**config.mk**
```make
export PLATFORM = sky130hd
export DESIGN_NAME = jk_bank_driver
export DESIGN_NICKNAME = d
export VERILOG_FILES = /design/src/rtl/jk_pkg.sv /design/src/rtl/jk_bank.sv /design/src/rtl/jk_bank_driver.sv
export SDC_FILE = /design/constraint.sdc
export NUM_CORES = 1
export LEC_CHECK = 0
export ABC_CLOCK_PERIOD_IN_PS = 6200
export CAP_MARGIN = 10
export CORE_MARGIN = 3
export CORE_UTILIZATION = 45
export DETAILED_ROUTE_END_ITERATION = 6
export PLACE_DENSITY = 0.7
export REMOVE_ABC_BUFFERS = 1
export SLEW_MARGIN = 20
export SYNTH_ARGS = -nofsm -noshare
export SYNTH_HDL_FRONTEND = slang
export SYNTH_SLANG_ARGS = --single-unit
export TNS_END_PERCENT = 20
```
**constraint.sdc**
```tcl
create_clock -name clk -period 6.2 [get_ports clk]
set_input_delay 0.93 -clock clk [delete_from_list [all_inputs] [get_ports clk]]
set_output_delay 0.93 -clock clk [all_outputs]
set_load 0.02 [all_outputs]
```
**src/rtl/jk_pkg.sv**
```systemverilog
// Shared types and helpers for the JK bank driver: command opcodes, FSM states
// and the per-bit J/K excitation rule.
package jk_pkg;

   typedef enum logic [1:0] {
      LOAD = 2'b00,
      SET  = 2'b01,
      CLR  = 2'b10,
      TOG  = 2'b11
   } jk_op_e;

   typedef enum logic [1:0] {
      IDLE  = 2'b00,
      APPLY = 2'b01,
      CHECK = 2'b10
   } state_e;

   // Returns {j,k} that moves one JK bit from current value c to expected value e.
   function automatic logic [1:0] jk_excite(input logic c, input logic e, input logic toggle_dc);
      logic [1:0] jk;
      jk = 2'b00;
      if (c != e) begin
         if (toggle_dc) jk = 2'b11;
         else           jk = e ? 2'b10 : 2'b01;
      end
      return jk;
   endfunction

endpackage

```
**src/rtl/jk_bank.sv**
```systemverilog
// Bank of WIDTH independent JK flip-flops with asynchronous active-low clear.
module jk_bank #(
   parameter int unsigned WIDTH = 8
) (
   input  logic             clk,
   input  logic             rst_n,
   input  logic [WIDTH-1:0] j_i,
   input  logic [WIDTH-1:0] k_i,
   output logic [WIDTH-1:0] q_o
);

   // JK characteristic: 00 hold, 01 reset, 10 set, 11 toggle
   always_ff @(posedge clk or negedge rst_n) begin
      if (!rst_n) q_o <= '0;
      else        q_o <= (j_i & ~q_o) | (~k_i & q_o);
   end

endmodule

```
**src/rtl/jk_bank_driver.sv**
```systemverilog
// Command-driven controller that turns LOAD/SET/CLR/TOG commands into one cycle
// of J/K excitation for a JK bank, then checks the resulting state.
module jk_bank_driver
   import jk_pkg::*;
#(
   parameter int unsigned WIDTH     = 8,
   parameter bit          TOGGLE_DC = 1'b0
) (
   input  logic                         clk,
   input  logic                         rst,
   input  logic                         cmd_valid,
   output logic                         cmd_ready,
   input  logic [1:0]                   cmd_op,
   input  logic [WIDTH-1:0]             cmd_data,
   output logic [WIDTH-1:0]             j_out,
   output logic [WIDTH-1:0]             k_out,
   output logic [WIDTH-1:0]             q,
   output logic                         done,
   output logic [$clog2(WIDTH+1)-1:0]   flips,
   output logic                         err
);

   localparam int unsigned FLIPS_W = $clog2(WIDTH + 1);

   state_e             state_q, state_d;
   logic [WIDTH-1:0]   exp_q, exp_d;
   logic [WIDTH-1:0]   qb_q, qb_d;
   logic [WIDTH-1:0]   j_q, j_d;
   logic [WIDTH-1:0]   k_q, k_d;
   logic               ready_q, ready_d;
   logic               done_q, done_d;
   logic [FLIPS_W-1:0] flips_q, flips_d;
   logic               err_q, err_d;

   logic [WIDTH-1:0]   exp_c;
   logic [WIDTH-1:0]   jx_c, kx_c;
   logic [WIDTH-1:0]   diff_c;
   logic [FLIPS_W-1:0] pop_c;

   jk_bank #(.WIDTH(WIDTH)) u_bank (
      .clk   (clk),
      .rst_n (rst),
      .j_i   (j_q),
      .k_i   (k_q),
      .q_o   (q)
   );

   // Target state for the command currently presented
   always_comb begin
      exp_c = cmd_data;
      case (jk_op_e'(cmd_op))
         LOAD:    exp_c = cmd_data;
         SET:     exp_c = q | cmd_data;
         CLR:     exp_c = q & ~cmd_data;
         TOG:     exp_c = q ^ cmd_data;
         default: exp_c = cmd_data;
      endcase
   end

   always_comb begin
      jx_c = '0;
      kx_c = '0;
      for (int unsigned i = 0; i < WIDTH; i++) begin
         {jx_c[i], kx_c[i]} = jk_excite(q[i], exp_c[i], TOGGLE_DC);
      end
   end

   // Number of bits the finished command changed
   always_comb begin
      diff_c = exp_q ^ qb_q;
      pop_c  = '0;
      for (int unsigned i = 0; i < WIDTH; i++) begin
         pop_c = pop_c + FLIPS_W'(diff_c[i]);
      end
   end

   always_ff @(posedge clk or negedge rst) begin
      if (!rst) state_q <= IDLE;
      else      state_q <= state_d;
   end

   always_comb begin
      state_d = state_q;
      exp_d   = exp_q;
      qb_d    = qb_q;
      j_d     = '0;
      k_d     = '0;
      done_d  = 1'b0;
      flips_d = flips_q;
      err_d   = err_q;
      case (state_q)
         IDLE: begin
            if (cmd_valid) begin
               exp_d   = exp_c;
               qb_d    = q;
               j_d     = jx_c;
               k_d     = kx_c;
               state_d = APPLY;
            end
         end
         APPLY: begin
            done_d  = 1'b1;
            flips_d = pop_c;
            state_d = CHECK;
         end
         CHECK: begin
            if (q != exp_q) err_d = 1'b1;
            state_d = IDLE;
         end
         default: state_d = IDLE;
      endcase
      ready_d = (state_d == IDLE);
   end

   always_ff @(posedge clk or negedge rst) begin
      if (!rst) begin
         exp_q   <= '0;
         qb_q    <= '0;
         j_q     <= '0;
         k_q     <= '0;
         ready_q <= 1'b1;
         done_q  <= 1'b0;
         flips_q <= '0;
         err_q   <= 1'b0;
      end else begin
         exp_q   <= exp_d;
         qb_q    <= qb_d;
         j_q     <= j_d;
         k_q     <= k_d;
         ready_q <= ready_d;
         done_q  <= done_d;
         flips_q <= flips_d;
         err_q   <= err_d;
      end
   end

   assign cmd_ready = ready_q;
   assign j_out     = j_q;
   assign k_out     = k_q;
   assign done      = done_q;
   assign flips     = flips_q;
   assign err       = err_q;

endmodule

```
==> summary.txt <==
Outcome
  • Status: complete, no violations

Finish
  • Fin util: 58.1%
  • Layout overhead on the synthesized area: 23.5%
  • Antenna Diode Count: 0
  • Nets@finish: 314
  • Share of cells above drive strength 1: 6.81%

CTS
  • Clk buf depth: 2
  • CTS tree: yes
  • H-tree levels: 2
  • TritonCTS buffer count: 5
  • Clock latency on the worst-skew pair: 300 ps
  • # hold bufs at CTS: 0
  • CTS clock-pin slew for the worst setup and hold paths: 80 ps
  • Setup Fix Bufs, Post-CTS: 0
  • Root Driver: clkbuf_8
  • CTS Sinks: 48
  • Post-cts gate resize count: 0

Global route
  • Grt total ovfl: 0
  • Vias in the first global route: 1709
  • Largest net degree at the start of global routing: 49
  • First-pass GRT wire length: 7.56 mm
  • Initial antenna violation count: 0
  • All-Layer GR Usage: 15.5%

Route
  • Final ANT Viol Nets: 0
  • Initial DRC count: 41
  • Residual DRC count: 0
  • Via density: 4.70
  • DRT Wirelength: 4.29 mm
  • Pre-antenna DRT Iters: 4
  • Vias: 1640
  • WL/cell: 12.3 um

Floorplan
  • Cell row count: 26
  • Die Height: 79.5 um
  • Initial Utilization: 47.0%
  • Die width: 79.5 um
  • Die area: 6320 um2
  • Core Footprint: 5170 um2
  • # IOs: 44

Setup path
  • R2R Setup Slk: 3070 ps
  • R2r startpoint: qb_q[1]
  • Critical path class: flip-flop to flip-flop
  • Crit. End Element: flip-flop
  • Crit path DAT: 3340 ps
  • CP required: 6410 ps
  • Startpoint type of the worst setup path: flip-flop
  • Reg-to-reg endpoint: flips[2]
  • FF-to-FF path depth: 10
  • Critical path fanouts, max: 2

Timing
  • Final setup vio count: 0
  • Slew Limit Fails: 0
  • Setup TNS: 0 ps
  • Highest Clock Rate: 0.320 GHz
  • Tcrit/Tclk final: 50.4%
  • Tightest Pin Transition: 734 ps
  • RSZ-0062 raised after global routing: false
  • Fin. Hold Viols: 0
  • Slew HR: 51.0%
  • Clk_skew: 7.66 ps
  • Final min period: 3130 ps

Yosys
  • Area leader, netlist: dfrtp_1
  • Top cells by area, synth: dfrtp_1 48%, nand2_1 10%, ha_1 9.8%
  • Post-synth top flop: dfrtp_1
  • Cell area after synthesis: 2430 um2
  • Gate count of the mapped netlist: 233
  • Yosys cell types: 20
  • FF+latch count, synth: 48
  • Synthesized area per cell: 10.4 um2
  • Commonest cells post-synth: 65 x nand2_1, 47 x dfrtp_1, 33 x inv_1
  • Count leader, synth: nand2_1
  • Ys Warns: 0
  • Post-synth top area share: 48.4%
  • Sequential area share after synthesis: 49.4%
  • Post-synth EDFFs: 0
  • Async set-reset flop share out of synthesis: 100%

Min path
  • Worst hold path depth: 1
  • Worst hold start: k_out[7]
  • Tightest Hold Check Type: flip-flop to flip-flop
  • Worst Hold Path EP: u_bank.q_o[7]

Run
  • Maxcap violations: 0

Power
  • P_leak: 1.52 nW
  • Peak VDD IR: 0.000324 V
  • Total power: 1.58 mW
  • PwrDens: 527 nW/um2

Placement
  • RePlAce Congestion: 0.745
  • IO buf count: 43
  • Post-DP HPWL: 3.22 mm
[area by class of cell]
type | count | area, um2
inverters | 33 | 124
fillers | 448 | 2170
clock inverters | 2 | 10.0
well taps | 70 | 87.6
clock buffers | 6 | 82.6
flip-flops and latches | 48 | 1200
repair buffers | 43 | 428
multi-input cells | 147 | 1070
[worst max-delay path, stage by stage (launching register included)]
cell and delay, ps:
dfrtp_1 410, xnor2_1 220, fa_1 470, fa_1 520, fa_1 480, inv_1 70, ha_1 160, inv_1 50
fa_1 370, xor2_1 150, o21ai_0 150
[routing by layer]
layer / track usage, % / wire length [um]
met1: 20.4 / 2080
met3: 3.61 / 159
met4: 5.15 / 58
met5: 0 / 0
met2: 25.1 / 2000
[where the power goes]
part,switching [mW],internal (mW)
Sequential,0.0992,0.415
Clock,0.0979,0.0890
Combinational,0.472,0.409
[worst max-delay path by stage]
stage	slack [ps]	depth (start not counted)	end	startpoint
finish	3070	10	flips[2]	qb_q[1]
global route	2880	9	flips[1]	exp_q[0]
CTS	3060	10	flips[2]	exp_q[1]
detailed placement	3090	10	flips[2]	qb_q[1]
global placement	3130	9	flips[1]	exp_q[1]
floorplan	3210	9	flips[1]	exp_q[1]
[layout by cell type (no fill, tap or decap)]
cell type / count
buf_4: 1
fa_1: 4
nand2b_1: 1
nand2_1: 65
dfrtp_1: 47
o21bai_1: 1
o21ai_0: 11
mux4_2: 8
clkinv_2: 2
nor4_1: 2
xor2_1: 10
a31o_2: 1
ha_1: 19
xnor2_1: 7
clkbuf_8: 6
and3_1: 8
inv_1: 33
clkdlybuf4s50_1: 42
dfstp_2: 1
a21oi_1: 1
nor2_1: 9
[state kept, by name (all words and copies together), names as in the netlist]
name / cells
u_bank.q_o: 8
state_q: 1
err: 1
k_out: 8
qb_q: 8
j_out: 8
cmd_ready: 1
flips: 4
done: 1
exp_q: 8
[metrics by stage]
stage	setup slack (ps)	std cells	hold slack [ps]	area, um2
final	3070	349	455	3000
after global routing	2880	349	484	3000
after CTS	3060	349	457	3000
after detailed placement	3090	341	447	2910
after global placement	3130	341	435	2910
after floorplan	3210	228	428	2400
[cells by family (layout without fill, tap and decap cells)]
family,after synthesis,count (layout),share of synthesized area (%)
flops,48,48,49.4
mux,8,8,7.41
xor+xnor,17,17,6.12
compound gates,14,14,3.14
buf+inv,38,84,6.58
simple gates,85,85,14.2
fa+ha+maj,23,23,13.1
Power figures use the tool's default switching activity.
